===== config.mk =====
export PLATFORM = sky130hd
export DESIGN_NAME = io_bridge
export DESIGN_NICKNAME = d
export VERILOG_FILES = /design/src/rtl/io_bridge_pkg.sv /design/src/rtl/io_bridge_sync_fifo.sv /design/src/rtl/io_bridge.sv
export SDC_FILE = /design/constraint.sdc
export NUM_CORES = 1
export LEC_CHECK = 0
export ABC_AREA = 1
export CORE_ASPECT_RATIO = 1.4
export CORE_MARGIN = 4
export CORE_UTILIZATION = 55
export CTS_CLUSTER_DIAMETER = 40
export CTS_CLUSTER_SIZE = 20
export DETAILED_ROUTE_END_ITERATION = 7
export DONT_BUFFER_PORTS = 1
export GPL_ROUTABILITY_DRIVEN = 0
export PLACE_DENSITY = 0.8
export SYNTH_ARGS = -nofsm -noshare
export SYNTH_HDL_FRONTEND = slang
export SYNTH_HIERARCHICAL = 1
export SYNTH_SLANG_ARGS = --single-unit

===== constraint.sdc =====
create_clock -name clk_in -period 3.6 [get_ports clk_in]
set_input_delay 0.36 -clock clk_in [delete_from_list [all_inputs] [get_ports clk_in]]
set_output_delay 0.36 -clock clk_in [all_outputs]
set_load 0.1 [all_outputs]

===== src/rtl/io_bridge_pkg.sv =====
// Shared constants for io_bridge: I/O window select, register offsets,
// read-return select encoding and a byte-lane helper.
package io_bridge_pkg;

  localparam logic [1:0] IO_BASE_SEL = 2'b11;
  localparam logic [2:0] IO_UART     = 3'h0;
  localparam logic [2:0] IO_CLK      = 3'h4;

  typedef enum logic {
    SEL_RAM = 1'b0,
    SEL_IO  = 1'b1
  } sel_t;

  function automatic logic [7:0] byte_of(input logic [31:0] word, input logic [1:0] k);
    return word[{k, 3'b000} +: 8];
  endfunction

endpackage


===== src/rtl/io_bridge_sync_fifo.sv =====
// Single-clock FIFO with extra-MSB pointers; head is presented combinationally.
module sync_fifo #(
  parameter int WIDTH      = 8,
  parameter int DEPTH_LOG2 = 4
) (
  input  logic             i_clk,
  input  logic             i_rst_n,
  input  logic             i_push,
  input  logic [WIDTH-1:0] i_wdata,
  input  logic             i_pop,
  output logic [WIDTH-1:0] o_head,
  output logic             o_full,
  output logic             o_empty
);

  localparam int DEPTH = 1 << DEPTH_LOG2;
  localparam logic [DEPTH_LOG2:0] PTR_ONE = {{DEPTH_LOG2{1'b0}}, 1'b1};

  logic [WIDTH-1:0]    r_mem [DEPTH];
  logic [DEPTH_LOG2:0] r_wptr;
  logic [DEPTH_LOG2:0] r_rptr;
  logic                w_do_push;
  logic                w_do_pop;

  assign o_empty   = (r_wptr == r_rptr);
  assign o_full    = (r_wptr[DEPTH_LOG2] != r_rptr[DEPTH_LOG2]) &&
                     (r_wptr[DEPTH_LOG2-1:0] == r_rptr[DEPTH_LOG2-1:0]);
  assign w_do_push = i_push & ~o_full;
  assign w_do_pop  = i_pop & ~o_empty;
  assign o_head    = r_mem[r_rptr[DEPTH_LOG2-1:0]];

  // Pointer advance; reset empties the FIFO and discards its contents.
  always_ff @(posedge i_clk or negedge i_rst_n) begin
    if (!i_rst_n) begin
      r_wptr <= '0;
      r_rptr <= '0;
    end else begin
      if (w_do_push) r_wptr <= r_wptr + PTR_ONE;
      if (w_do_pop)  r_rptr <= r_rptr + PTR_ONE;
    end
  end

  // Storage write.
  always_ff @(posedge i_clk) begin
    if (w_do_push) r_mem[r_wptr[DEPTH_LOG2-1:0]] <= i_wdata;
  end

endmodule


===== src/rtl/io_bridge.sv =====
// CPU bus bridge: routes byte accesses to RAM or to memory-mapped UART FIFOs,
// cycle counter and program stop, and stalls the CPU via cpu_rdy.
module io_bridge
  import io_bridge_pkg::*;
#(
  parameter int RAM_AW         = 17,
  parameter int IN_DEPTH_LOG2  = 4,
  parameter int OUT_DEPTH_LOG2 = 4
) (
  input  logic              clk_in,
  input  logic              rst_in,
  input  logic [31:0]       cpu_a,
  input  logic              cpu_wr,
  input  logic [7:0]        cpu_dout,
  output logic [7:0]        cpu_din,
  output logic              cpu_rdy,
  output logic [RAM_AW-1:0] ram_a,
  output logic              ram_we,
  output logic [7:0]        ram_wdata,
  input  logic [7:0]        ram_rdata,
  input  logic              rx_valid,
  input  logic [7:0]        rx_data,
  output logic              rx_ready,
  output logic              tx_valid,
  output logic [7:0]        tx_data,
  input  logic              tx_ready,
  output logic              halt
);

  logic        w_io;
  logic        w_hi_zero;
  logic [2:0]  w_off;
  logic        w_rd_uart;
  logic        w_rd_clk;
  logic        w_wr_uart;
  logic        w_wr_clk;
  logic        w_nz;
  logic        w_in_full;
  logic        w_in_empty;
  logic [7:0]  w_in_head;
  logic        w_out_full;
  logic        w_out_empty;
  logic        w_out_push;
  logic [7:0]  w_out_wdata;
  logic        w_tx_hs;
  logic [7:0]  w_io_byte;
  logic        w_unused_hi;

  sel_t        r_sel_q;
  logic [7:0]  r_io_q;
  logic [31:0] r_counter;
  logic [31:0] r_snapshot;
  logic        r_halt_pend;
  logic        r_halt;

  assign w_unused_hi = |cpu_a[31:18];

  assign w_io      = (cpu_a[17:16] == IO_BASE_SEL);
  assign w_hi_zero = (cpu_a[15:3] == 13'h0000);
  assign w_off     = cpu_a[2:0];
  assign w_rd_uart = w_io & ~cpu_wr & w_hi_zero & (w_off == IO_UART);
  assign w_rd_clk  = w_io & ~cpu_wr & w_hi_zero & ((w_off & 3'b100) == IO_CLK);
  assign w_wr_uart = w_io &  cpu_wr & w_hi_zero & (w_off == IO_UART);
  assign w_wr_clk  = w_io &  cpu_wr & w_hi_zero & (w_off == IO_CLK);
  assign w_nz      = (cpu_dout != 8'h00);

  // Stall terms use full/empty before any same-cycle push or pop.
  assign cpu_rdy = rst_in & ~r_halt_pend
                 & ~(w_rd_uart & w_in_empty)
                 & ~(w_wr_uart & w_nz & w_out_full)
                 & ~(w_wr_clk & w_out_full);

  assign ram_a     = cpu_a[RAM_AW-1:0];
  assign ram_wdata = cpu_dout;
  assign ram_we    = cpu_wr & ~w_io & cpu_rdy;

  assign rx_ready    = ~w_in_full;
  assign tx_valid    = ~w_out_empty;
  assign w_tx_hs     = tx_valid & tx_ready;
  assign w_out_push  = cpu_rdy & ((w_wr_uart & w_nz) | w_wr_clk);
  assign w_out_wdata = w_wr_clk ? 8'h00 : cpu_dout;

  assign cpu_din = (r_sel_q == SEL_RAM) ? ram_rdata : r_io_q;
  assign halt    = r_halt;

  sync_fifo #(.WIDTH(8), .DEPTH_LOG2(IN_DEPTH_LOG2)) u_in_fifo (
    .i_clk   (clk_in),
    .i_rst_n (rst_in),
    .i_push  (rx_valid),
    .i_wdata (rx_data),
    .i_pop   (w_rd_uart & cpu_rdy),
    .o_head  (w_in_head),
    .o_full  (w_in_full),
    .o_empty (w_in_empty)
  );

  sync_fifo #(.WIDTH(8), .DEPTH_LOG2(OUT_DEPTH_LOG2)) u_out_fifo (
    .i_clk   (clk_in),
    .i_rst_n (rst_in),
    .i_push  (w_out_push),
    .i_wdata (w_out_wdata),
    .i_pop   (w_tx_hs),
    .o_head  (tx_data),
    .o_full  (w_out_full),
    .o_empty (w_out_empty)
  );

  // I/O read byte: k=0 of the clock register reads live, k=1..3 read the snapshot.
  always_comb begin
    w_io_byte = 8'h00;
    if (w_rd_uart) begin
      w_io_byte = w_in_head;
    end else if (w_rd_clk && (w_off[1:0] == 2'b00)) begin
      w_io_byte = r_counter[7:0];
    end else if (w_rd_clk) begin
      w_io_byte = byte_of(r_snapshot, w_off[1:0]);
    end else begin
      w_io_byte = 8'h00;
    end
  end

  // Read-return select, counter, snapshot and halt sequencing.
  always_ff @(posedge clk_in or negedge rst_in) begin
    if (!rst_in) begin
      r_sel_q     <= SEL_RAM;
      r_io_q      <= 8'h00;
      r_counter   <= 32'h0000_0000;
      r_snapshot  <= 32'h0000_0000;
      r_halt_pend <= 1'b0;
      r_halt      <= 1'b0;
    end else begin
      if (cpu_rdy) begin
        r_sel_q <= w_io ? SEL_IO : SEL_RAM;
        r_io_q  <= w_io_byte;
        if (w_rd_clk && (w_off[1:0] == 2'b00)) r_snapshot <= r_counter;
        if (w_wr_clk) r_halt_pend <= 1'b1;
      end
      if (!r_halt) r_counter <= r_counter + 32'd1;
      if (r_halt_pend && w_out_empty && !w_tx_hs) r_halt <= 1'b1;
    end
  end

endmodule

---- Word level (Yosys, flattened, before mapping) ----
Memory sizes are Yosys's and may differ from the RTL's.
Cells that the tools add are included.
word-level totals
  bits in registers ....................... 95
  RAM bits ................................ 256
  input port bits ......................... 61
  output and inout bits ................... 46
  word-level logic and storage cells ...... 84
  memories kept ........................... 2
memory list
  name              words  width  read ports  clocked after memory_dff  write ports  RTL line                   source
  u_in_fifo.r_mem   16     8      1           0                         1            io_bridge_sync_fifo.sv:19  logic [WIDTH-1:0] r_mem [DEPTH];
  u_out_fifo.r_mem  16     8      1           0                         1            io_bridge_sync_fifo.sv:19
cells by class
  add/sub/neg operators ................... 5
  equal/unequal tests ..................... 8
  shift operators ......................... 1
  muxes and demuxes ....................... 10
  bitwise logic cells ..................... 36
  reductions and logical operators ........ 12
operators with widths
  kind                                           count
  two-way mux 8 bit                              5
  adder 32 x 1 -> 32 bit, second input constant  1
  indexed part select 32 x 6 -> 8 bit            1
  bitwise AND 1 bit                              25
  adder 5 x 1 -> 5 bit, second input constant    4
  zero test 13 bit                               1
  equality test 5 bit                            2
  NOT 1 bit                                      10
  equality test 4 bit                            2
  nonzero test 8 bit                             1
  logical AND 1 bit                              5
  two-way mux 1 bit                              5
  AND reduction 2 bit                            2
  equality test 3 bit, second input constant     1
  zero test 3 bit                                1
  equality test 2 bit, second input constant     1
  zero test 2 bit                                1
  != test 1 bit                                  2
  zero test 1 bit                                1
  OR 1 bit                                       1

---- Longest topological paths before layout ----
Gate-level depths: netlist of the first run.
  word-level depth ........................ 13
  gate-level depth with buffers ........... 18
  mapped depth without buffers ............ 16

---- Hierarchy ----
The synthesis of the first run kept the hierarchy.
by module, submodules not included
  module                  instances  cells an instance  area an instance (um^2)  seq. area each (um^2)
  sync_fifo (u_out_fifo)  1          559                5938.2                   4093.9
  sync_fifo (u_in_fifo)   1          559                5936.9                   4093.9
  io_bridge               1          601                4544.4                   1876.8

---- Least setup slack after synthesis of the first run ----
No wires, ideal clock.
  path type ............................... register -> output
  start point ............................. reg u_in_fifo.r_rptr[1]
  end point ............................... out ram_we
  arrival ................................. 2.624 ns
  required time ........................... 3.240 ns
  setup slack ............................. 0.616 ns
  stages on the path, launching flop included .. 13
  path buffers ............................ 1
  cells stage by stage .................... dfrtp_1 -> buf_2 -> inv_2 -> nand2_1 -> nand2_1 -> nor2_2 -> nand3_2 -> inv_1 -> inv_1 -> nor2_1 -> nor2_2 -> nand2_2 -> nor2_1
between the ends
  cells in the longest elaborated chain, start to end .. 7
RTL lines
  what                    RTL line                   source
  from (decl)             io_bridge_sync_fifo.sv:21  logic [DEPTH_LOG2:0] r_rptr;
  from (signal assigned)  io_bridge_sync_fifo.sv:39  if (w_do_pop) r_rptr <= r_rptr + PTR_ONE;
  equality test 5 bit     io_bridge_sync_fifo.sv:25  assign o_empty = (r_wptr == r_rptr);
  net w_in_empty          io_bridge.sv:39            logic w_in_empty;
  bitwise AND 1 bit       io_bridge.sv:69            & ~(w_rd_uart & w_in_empty)
  NOT 1 bit               io_bridge.sv:69
  bitwise AND 1 bit       io_bridge.sv:69
  bitwise AND 1 bit       io_bridge.sv:70            & ~(w_wr_uart & w_nz & w_out_full)
  bitwise AND 1 bit       io_bridge.sv:71            & ~(w_wr_clk & w_out_full);
  bitwise AND 1 bit       io_bridge.sv:75            assign ram_we = cpu_wr & ~w_io & cpu_rdy;
  to (decl)               io_bridge.sv:18            output logic ram_we,
The timed path passes the listed nets, and every way through them passes these cells.

---- Final worst setup path of the first run ----
  start point ............................. reg u_out_fifo.r_rptr[2]
  end point ............................... out ram_we
between the ends
  cells in the longest elaborated chain, start to end .. 7
  elaborated cells on any way between the ends .. 9
  those cells by class .................... eq/ne: 1; bitwise: 7; reduce/logical: 1
RTL lines
  what                     RTL line                   source
  from (decl)              io_bridge_sync_fifo.sv:21
  from (signal assigned)   io_bridge_sync_fifo.sv:39
  equality test 4 bit (*)  io_bridge_sync_fifo.sv:27  (r_wptr[DEPTH_LOG2-1:0] == r_rptr[DEPTH_LOG2-1:0]);
  logical AND 1 bit (*)    io_bridge_sync_fifo.sv:26  assign o_full = (r_wptr[DEPTH_LOG2] != r_rptr[DEPTH_LOG2]) &&
  net w_out_full           io_bridge.sv:41            logic w_out_full;
  bitwise AND 1 bit        io_bridge.sv:70
  NOT 1 bit                io_bridge.sv:70
  bitwise AND 1 bit        io_bridge.sv:70
  bitwise AND 1 bit (*)    io_bridge.sv:71
  bitwise AND 1 bit (*)    io_bridge.sv:75
The timed path passes the listed nets; every way through them passes the cells marked *.

==> qor.csv, run 1 <==
metric,value,unit
status,"complete, no violations",
syn_area,16400,um^2
period_minus_slack,3.34,ns
r2r_cells,15,
finalClockSkew,0.0118,ns
via_per_inst,5.58,
io_pins,107,
reg2reg_from,u_out_fifo/r_rptr[2],
cts_tree,yes,
crit_arrival,2.98,ns
synth_top_family_by_area,simple AND/OR/NAND/NOR gates,
max_freq,300,MHz
power_leakage,0.00738,uW
groute.usage.overall,0.220,
grt_pass1_vias,11500,
worst-path-max-fanout,33,
core_area,29400,um^2
synthAdderAreaFrac,0.00838,
die_h,212,um
powerDensity,476,nW/um^2
p_clk_frac,0.398,
cts_root_buffer,clkbuf_16,
grt_pass1_wl,58000,um
drtAntennaViolNets,0,
hold_violations,0,
p_int,6380,uW
synth-xor-area-share,0.0208,
rows,74,
whs,0.0383,ns
layout_common_cells,"nand2_1 (485), nor2_1 (276), edfxtp_1 (256)",
hold_depth,3,
layout.nets,1767,
seqPwrFrac,0.539,
first_pass_iters,5,
crit_type,flop to primary output,
drtIter0Drc,881,
clock_latency,0.58,ns
reg2reg_slack,0.44,ns
rsz0062_at_grt,no,
syn_inst,1719,
yosys_warnings,6,
wl_per_cell,17.4,um
finalSetupTns,0,ns
numClockSinks,351,
htree_levels,1,
min_to,u_in_fifo/r_wptr[0],
comb_power_share,0.063,
dieArea,32700,um^2
syn_nets,1791,
synth.area.mux_share,0,
drive_above_1_share,0.0780,
synth_cell_types,37,
seq_area_frac_synth,0.613,
diodes,0,
drv_cap,0,
crit_path_start_kind,flop,
swShare,0.244,
hpwlAfterDp,23800,um
wl,36400,um
cts_buffers,31,
power_switching,2060,uW
relSlewSlack,0.241,
period_share,0.927,
synthToLayoutAreaGrowth,8.05,%
setup_viol,0,
die_x,154,um
port_buffers,0,
grt_remaining_overflow,0,
worstMarginPinSlew,1.13,ns
endpoint_kind,primary output,
avgSynthCellArea,9.55,um^2
min_path_type,input pin to flop,
min-delay-start,rx_valid,
cp.required,3.24,ns
synth_compound_area_frac,0.0443,
clkSlewWorstSetupHoldPaths,0.07,ns
ir_drop,0.000445,V
synth_seq_cells,351,
yosys.area_share.simple,0.253,
r2r-end,u_out_fifo/r_mem[3][1],
antenna_found_initial,0,
drc,0,
startpoint,u_out_fifo/r_rptr[2],
num_vias,11700,
clock_path_buffers,3,
grt_max_degree,96,
initial_core_util,0.559,
layout_commonest_cell,nand2_1,
slew_viol_final,0,
## how the worst max path moves through the flow
stage | to | slack [ns] | cells past startpoint
after floorplan | ram_we | 0.62 | 12
after CTS | ram_we | 0.27 | 11
after global routing | ram_we | 0.11 | 11
final | ram_we | 0.26 | 11
after detailed placement | u_out_fifo/r_mem[3][1] | 0.51 | 15
after global placement | u_out_fifo/r_mem[3][1] | 0.56 | 15
## Yosys cell counts (all sizes together)
| master | instances | area (um^2) |
|---|---|---|
| dfrtp | 95 | 2380 |
| nand3b | 1 | 7.51 |
| clkinv | 5 | 18.8 |
| nand3 | 114 | 606 |
| a21boi | 1 | 7.51 |
| xnor2 | 17 | 149 |
| or2 | 1 | 6.26 |
| o21ai | 134 | 671 |
| ha | 11 | 138 |
| inv | 96 | 360 |
| edfxtp | 256 | 7690 |
| o22ai | 7 | 43.8 |
| clkbuf | 15 | 56.3 |
| nand2 | 494 | 1900 |
| nand4 | 54 | 344 |
| nor2 | 294 | 1190 |
| xor2 | 22 | 193 |
| buf | 86 | 559 |
| or3 | 1 | 6.26 |
| nor3 | 13 | 86.3 |
| a21oi | 1 | 5.00 |
| nor3b | 1 | 7.51 |
## logic make-up after synthesis
logic type	count (synthesis)
AOI/OAI and AO/OA	143
and+or+nand+nor	973
adders and majority gates	11
xor gates and xnor gates	39
DFF	351
buffers and inverters	202
## power by group through the flow
stage | clock network, uW | registers [uW] | logic, uW
final | 3360 | 4550 | 528
after global routing | 3580 | 4560 | 599
after CTS | 3410 | 4550 | 529
after detailed placement | 0 | 4640 | 469
after global placement | 0 | 4630 | 454
after floorplan | 0 | 4620 | 489
## what timing repair did
item,4_1_cts,5_1_grt
setup buffers,0,0
resized for setup,0,0
hold endpoints to repair,226,0
hold buffers,11,0
## layer usage
layer  routed length [um]  GRT usage
met1                13700      0.263
met2                19200      0.398
met3                 2210     0.0295
met4                 1340     0.0945
met5                    0          0
## flip-flops by register name, indices dropped and copies added, names as in the netlist
signal / count
r_snapshot: 32
u_out_fifo/r_mem: 128
halt: 1
r_counter: 32
u_in_fifo/r_rptr: 5
u_out_fifo/r_rptr: 5
u_in_fifo/r_wptr: 5
r_sel_q: 1
r_io_q: 8
u_out_fifo/r_wptr: 5
u_in_fifo/r_mem: 128
r_halt_pend: 1
## worst max-delay path: stages, from the launching register on
cell and delay, ns:
dfrtp_1 0.70, inv_2 0.23, nand2_1 0.10, nand2_1 0.09, nor2_4 0.17, nand3_4 0.15, inv_1 0.12, nand3_1 0.08
buf_4 0.26, nand2_2 0.25, nor2_2 0.08, buf_12 0.17
## layout make-up
cell class | instances | area, um^2
Fill cell | 2326 | 11600
Tap cell | 380 | 475
Timing Repair Buffer | 44 | 388
Clock buffer | 32 | 790
Sequential cell | 351 | 10100
Clock inverter | 25 | 274
Multi-Input combinational cell | 1166 | 5370
Inverter | 101 | 379
## stage by stage
stage / instance area (um^2) / setup WS (ns) / utilization / std cells / power (uW)
2_1_floorplan: 16400 / 0.616 / - / 1719 / 5110
3_3_place_gp: 16500 / 0.565 / 0.564 / 2031 / 5090
3_5_place_dp: 16500 / 0.508 / 0.564 / 2031 / 5110
4_1_cts: 17700 / 0.273 / 0.604 / 2099 / 8490
5_1_grt: 17700 / 0.108 / 0.604 / 2099 / 8750
6_report: 17700 / 0.263 / 0.604 / 2099 / 8440
Note: power is estimated with default switching activity, not from simulation.
==> run 2, diff against run 1 <==
- CORE_UTILIZATION: 55 -> 47
- PLACE_DENSITY: 0.8 -> 0.72
==> qor.csv, run 2 (synthesis results as in run 1) <==
metric,value,unit
core_area,34300,um^2
worstMarginPinSlew,0.943,ns
dieArea,38000,um^2
cts_setup_buffers,0,
drc,0,
endpoint_kind,primary output,
period_share,0.948,
grt_remaining_overflow,0,
synthToLayoutAreaGrowth,9.82,%
cts.repair.resized,0,
die_x,166,um
drive_above_1_share,0.0817,
via_per_inst,5.32,
diodes,0,
r2r-end,u_out_fifo/r_mem[3][2],
finalSetupTns,0,ns
slowest_stage,dfrtp_2,
cts_tree,yes,
multi_input_area,5370,um^2
crit_type,flop to primary output,
wl_per_cell,17.1,um
reg2reg_from,u_out_fifo/r_rptr[2],
min_path_type,input pin to flop,
powerDensity,500,nW/um^2
clock_latency,0.55,ns
power_leakage,0.00748,uW
die_h,229,um
path_cells,inv_2 -> nand2_1 -> nand2_1 -> nor2_2 -> nand3_2 -> inv_1 -> inv_1 -> nor2_1 -> nor2_2 -> buf_4 -> nand2_2 -> nor2_2 -> buf_12,
final_util,0.525,
drv_cap,0,
cp.required,3.24,ns
io_pins,107,
r2r_cells,15,
drtIter0Drc,904,
clkSlewWorstSetupHoldPaths,0.07,ns
initial_core_util,0.478,
slowest_delay,0.64,ns
min_to,u_in_fifo/r_wptr[3],
crit_path_start_kind,flop,
worst-path-max-fanout,33,
grt_max_degree,96,
numClockSinks,351,
finalClockSkew,0.0293,ns
fillers,3006,
layout_commonest_cell,nand2_1,
setup_viol,0,
hpwlAfterDp,24800,um
rsz0062_at_grt,no,
first_pass_iters,6,
wl,37200,um
cp_common_cell,nor2_2,
layout_common_cells,"nand2_1 (485), nor2_1 (276), edfxtp_1 (256)",
drtAntennaViolNets,0,
clock_path_buffers,3,
crit_arrival,3.05,ns
grt_pass1_vias,11100,
ir_drop,0.000475,V
reg2reg_slack,0.50,ns
hold_violations,0,
min-delay-start,rx_valid,
max_freq,293,MHz
critPathBufInv,5,
rows,80,
htree_levels,2,
critPathTopFamily,simple AND/OR/NAND/NOR gates,
hold_depth,3,
period_minus_slack,3.41,ns
ff_latch_area,10100,um^2
relSlewSlack,0.369,
antenna_found_initial,0,
layout.nets,1770,
cts_root_buffer,clkbuf_16,
cts_buffers,36,
status,"complete, no violations",
slew_viol_final,0,
port_buffers,0,
num_vias,11600,
grt_pass1_wl,58900,um
groute.usage.overall,0.192,
run 2: changes by cell type in the layout (fill, tap and decap cells not counted), moves of 2 or more:
cell | previous run | this run
inv_8 | 3 | 1
inv_6 | 7 | 5
buf_4 | 32 | 30
bufinv_16 | 1 | 4
clkbuf_16 | 31 | 36
clkinv_2 | 1 | 5
clkinvlp_4 | 4 | 2
run 2: metal layers:
| metal | GRT usage | part of all wire | up-vias | wire (um) |
|---|---|---|---|---|
| met1 | 0.229 | 0.38 | 5461 | 14200 |
| met3 | 0.0281 | 0.058 | 102 | 2160 |
| li1 | - | - | 5647 | - |
| met2 | 0.338 | 0.51 | 377 | 18900 |
| met5 | 0 | 0 | - | 0 |
| met4 | 0.0965 | 0.051 | 0 | 1900 |
run 2: stage by stage:
stage / total power (uW) / std cells / setup slack (ns) / instance area (um^2) / hold WS [ns]
after detailed placement: 5110 / 2100 / 0.527 / 16600 / 0.0706
after global placement: 5100 / 2100 / 0.560 / 16600 / 0.0711
after global routing: 9330 / 2177 / 0.0263 / 18000 / 0.0905
after floorplan: 5110 / 1719 / 0.616 / 16400 / 0.0644
final: 9010 / 2177 / 0.187 / 18000 / 0.0651
after CTS: 9090 / 2177 / 0.180 / 18000 / 0.0451
run 2: how the worst max path moves through the flow:
stage | startpoint | to | depth (start not counted)
CTS | u_in_fifo/r_rptr[0] | ram_we | 13
floorplan | u_in_fifo/r_rptr[1] | ram_we | 12
global placement | u_out_fifo/r_rptr[2] | u_out_fifo/r_mem[7][0] | 15
global route | u_in_fifo/r_rptr[0] | ram_we | 13
finish | u_in_fifo/r_rptr[0] | ram_we | 13
detailed placement | u_out_fifo/r_rptr[2] | u_out_fifo/r_mem[7][7] | 15
run 2: timing repair:
item	CTS	global route
endpoints found under the hold margin	226	0
hold buffers	11	0
endpoints found under the setup margin	0	0
run 2: layout make-up:
| class | instances | share of cell area |
|---|---|---|
| inverters | 101 | 0.0210 |
| flip-flops and latches | 351 | 0.558 |
| multi-input cells | 1166 | 0.298 |
| well taps | 451 | 0.0313 |
| repair buffers | 42 | 0.0207 |
| clock buffers | 37 | 0.0502 |
| clock inverters | 29 | 0.0209 |
run 2: worst reg2reg max path, delay by kind of cell (launching register included):
kind | cells | cell delay (ns)
DFF | 1 | 0.58
and+or+nand+nor | 11 | 1.58
buffers and inverters | 4 | 0.57
run 2: report_power, final:
group / internal [uW] / total [uW] / switching [uW]
sequential: 4500 / 4560 / 60.8
combinational: 138 / 533 / 395
clock: 2220 / 3920 / 1700
total: 6850 / 9010 / 2160
==> run 3, diff against run 2 <==
- clock period: 3.6 -> 4.41 ns (I/O delays scaled with it)
==> qor.csv, run 3 (synthesis results as in run 1) <==
metric,value,unit
via_per_inst,5.27,
drive_above_1_share,0.0718,
powerDensity,403,nW/um^2
layout_common_cells,"nand2_1 (485), nor2_1 (276), edfxtp_1 (256)",
ir_drop,0.000434,V
power_leakage,0.00739,uW
crit_type,flop to primary output,
slew_viol_final,0,
max_freq,274,MHz
hpwlAfterDp,24500,um
grt_pass1_vias,11100,
first_pass_iters,5,
port_buffers,0,
cp.required,3.97,ns
clock_latency,0.54,ns
die_x,166,um
status,"complete, no violations",
grt_max_degree,96,
hold_violations,0,
io_pins,107,
min_path_type,input pin to flop,
drtIter0Drc,794,
slowest_delay,0.77,ns
dieArea,38000,um^2
drc,0,
antenna_found_initial,0,
endpoint_kind,primary output,
whs,0.0268,ns
drtAntennaViolNets,0,
path_cells,buf_4 -> nand2_1 -> nand2_1 -> nor2_2 -> nand3_4 -> inv_1 -> nand3_1 -> buf_4 -> nand2_2 -> nor2_2 -> buf_12,
relSlewSlack,0.253,
groute.usage.overall,0.193,
finalSetupTns,0,ns
crit_path_start_kind,flop,
synthToLayoutAreaGrowth,9.02,%
period_minus_slack,3.65,ns
numClockSinks,351,
die_h,229,um
critPathBufInv,4,
clock_path_buffers,3,
cts_root_buffer,clkbuf_16,
wl,37100,um
clkSlewWorstSetupHoldPaths,0.07,ns
layout.nets,1759,
finalClockSkew,0.0322,ns
drv_cap,0,
cts_setup_buffers,0,
slowest_stage,dfrtp_1,
crit_arrival,3.21,ns
worstMarginPinSlew,1.12,ns
htree_levels,2,
worst-path-max-fanout,33,
period_share,0.827,
num_vias,11400,
diodes,0,
critPathTopFamily,buffers and inverters,
rsz0062_at_grt,no,
cts_tree,yes,
initial_core_util,0.478,
grt_remaining_overflow,0,
core_area,34300,um^2
rows,80,
grt_pass1_wl,58500,um
setup_viol,0,
wl_per_cell,17.2,um
layout_commonest_cell,nand2_1,
cts_buffers,34,
-- run 3: timing repair --
item / in CTS / in global routing
endpoints found under the hold margin: 208 / 0
setup endpoints to repair: 0 / 0
hold buffers: 14 / 0
resized for setup: 0 / 0
-- run 3: metrics by stage --
| step | std cells | instance area (um^2) | utilization | total power (uW) | setup slack [ns] |
|---|---|---|---|---|---|
| 6_report | 2164 | 17900 | 0.521 | 7220 | 0.761 |
| 3_5_place_dp | 2088 | 16500 | 0.482 | 4170 | 0.964 |
| 3_3_place_gp | 2088 | 16500 | 0.482 | 4160 | 0.990 |
| 4_1_cts | 2164 | 17900 | 0.521 | 7270 | 0.783 |
| 5_1_grt | 2164 | 17900 | 0.521 | 7490 | 0.549 |
| 2_1_floorplan | 1719 | 16400 | - | 4170 | 1.35 |
-- run 3: final cells by class --
class / count / area, um^2
fill: 2967 / 16400
timing repair buffer: 33 / 313
inverter: 101 / 379
sequential: 351 / 10100
clock inverter: 20 / 255
tap: 451 / 564
multi-input combinational: 1166 / 5370
clock buffer: 42 / 955
-- run 3: final timing paths --
kind / startpoint / to / slack [ns] / depth (start not counted)
min in group asynchronous: rst_in / r_counter[6] / 0.58 / 2
worst min register to register: r_snapshot[6] / r_snapshot[6] / 0.47 / 2
worst min-delay path: rx_data[5] / u_in_fifo/r_mem[15][5] / 0.03 / 0
worst max-delay path: u_out_fifo/r_rptr[1] / ram_we / 0.76 / 11
max in group asynchronous: rst_in / r_snapshot[26] / 3.46 / 2
worst max register to register: u_out_fifo/r_rptr[1] / u_out_fifo/r_mem[11][7] / 0.93 / 15
-- run 3: where the power goes --
part | internal (uW) | switching, uW
logic | 113 | 320
clock network | 1730 | 1340
registers | 3670 | 48.1
-- run 3: layer usage --
layer  vias up  global-route usage  wire, um
met3        90              0.0262      2030
li1       5614                   -         -
met1      5358               0.230     14400
met2       343               0.346     19100
met4         0              0.0864      1690
met5         -                   0         0
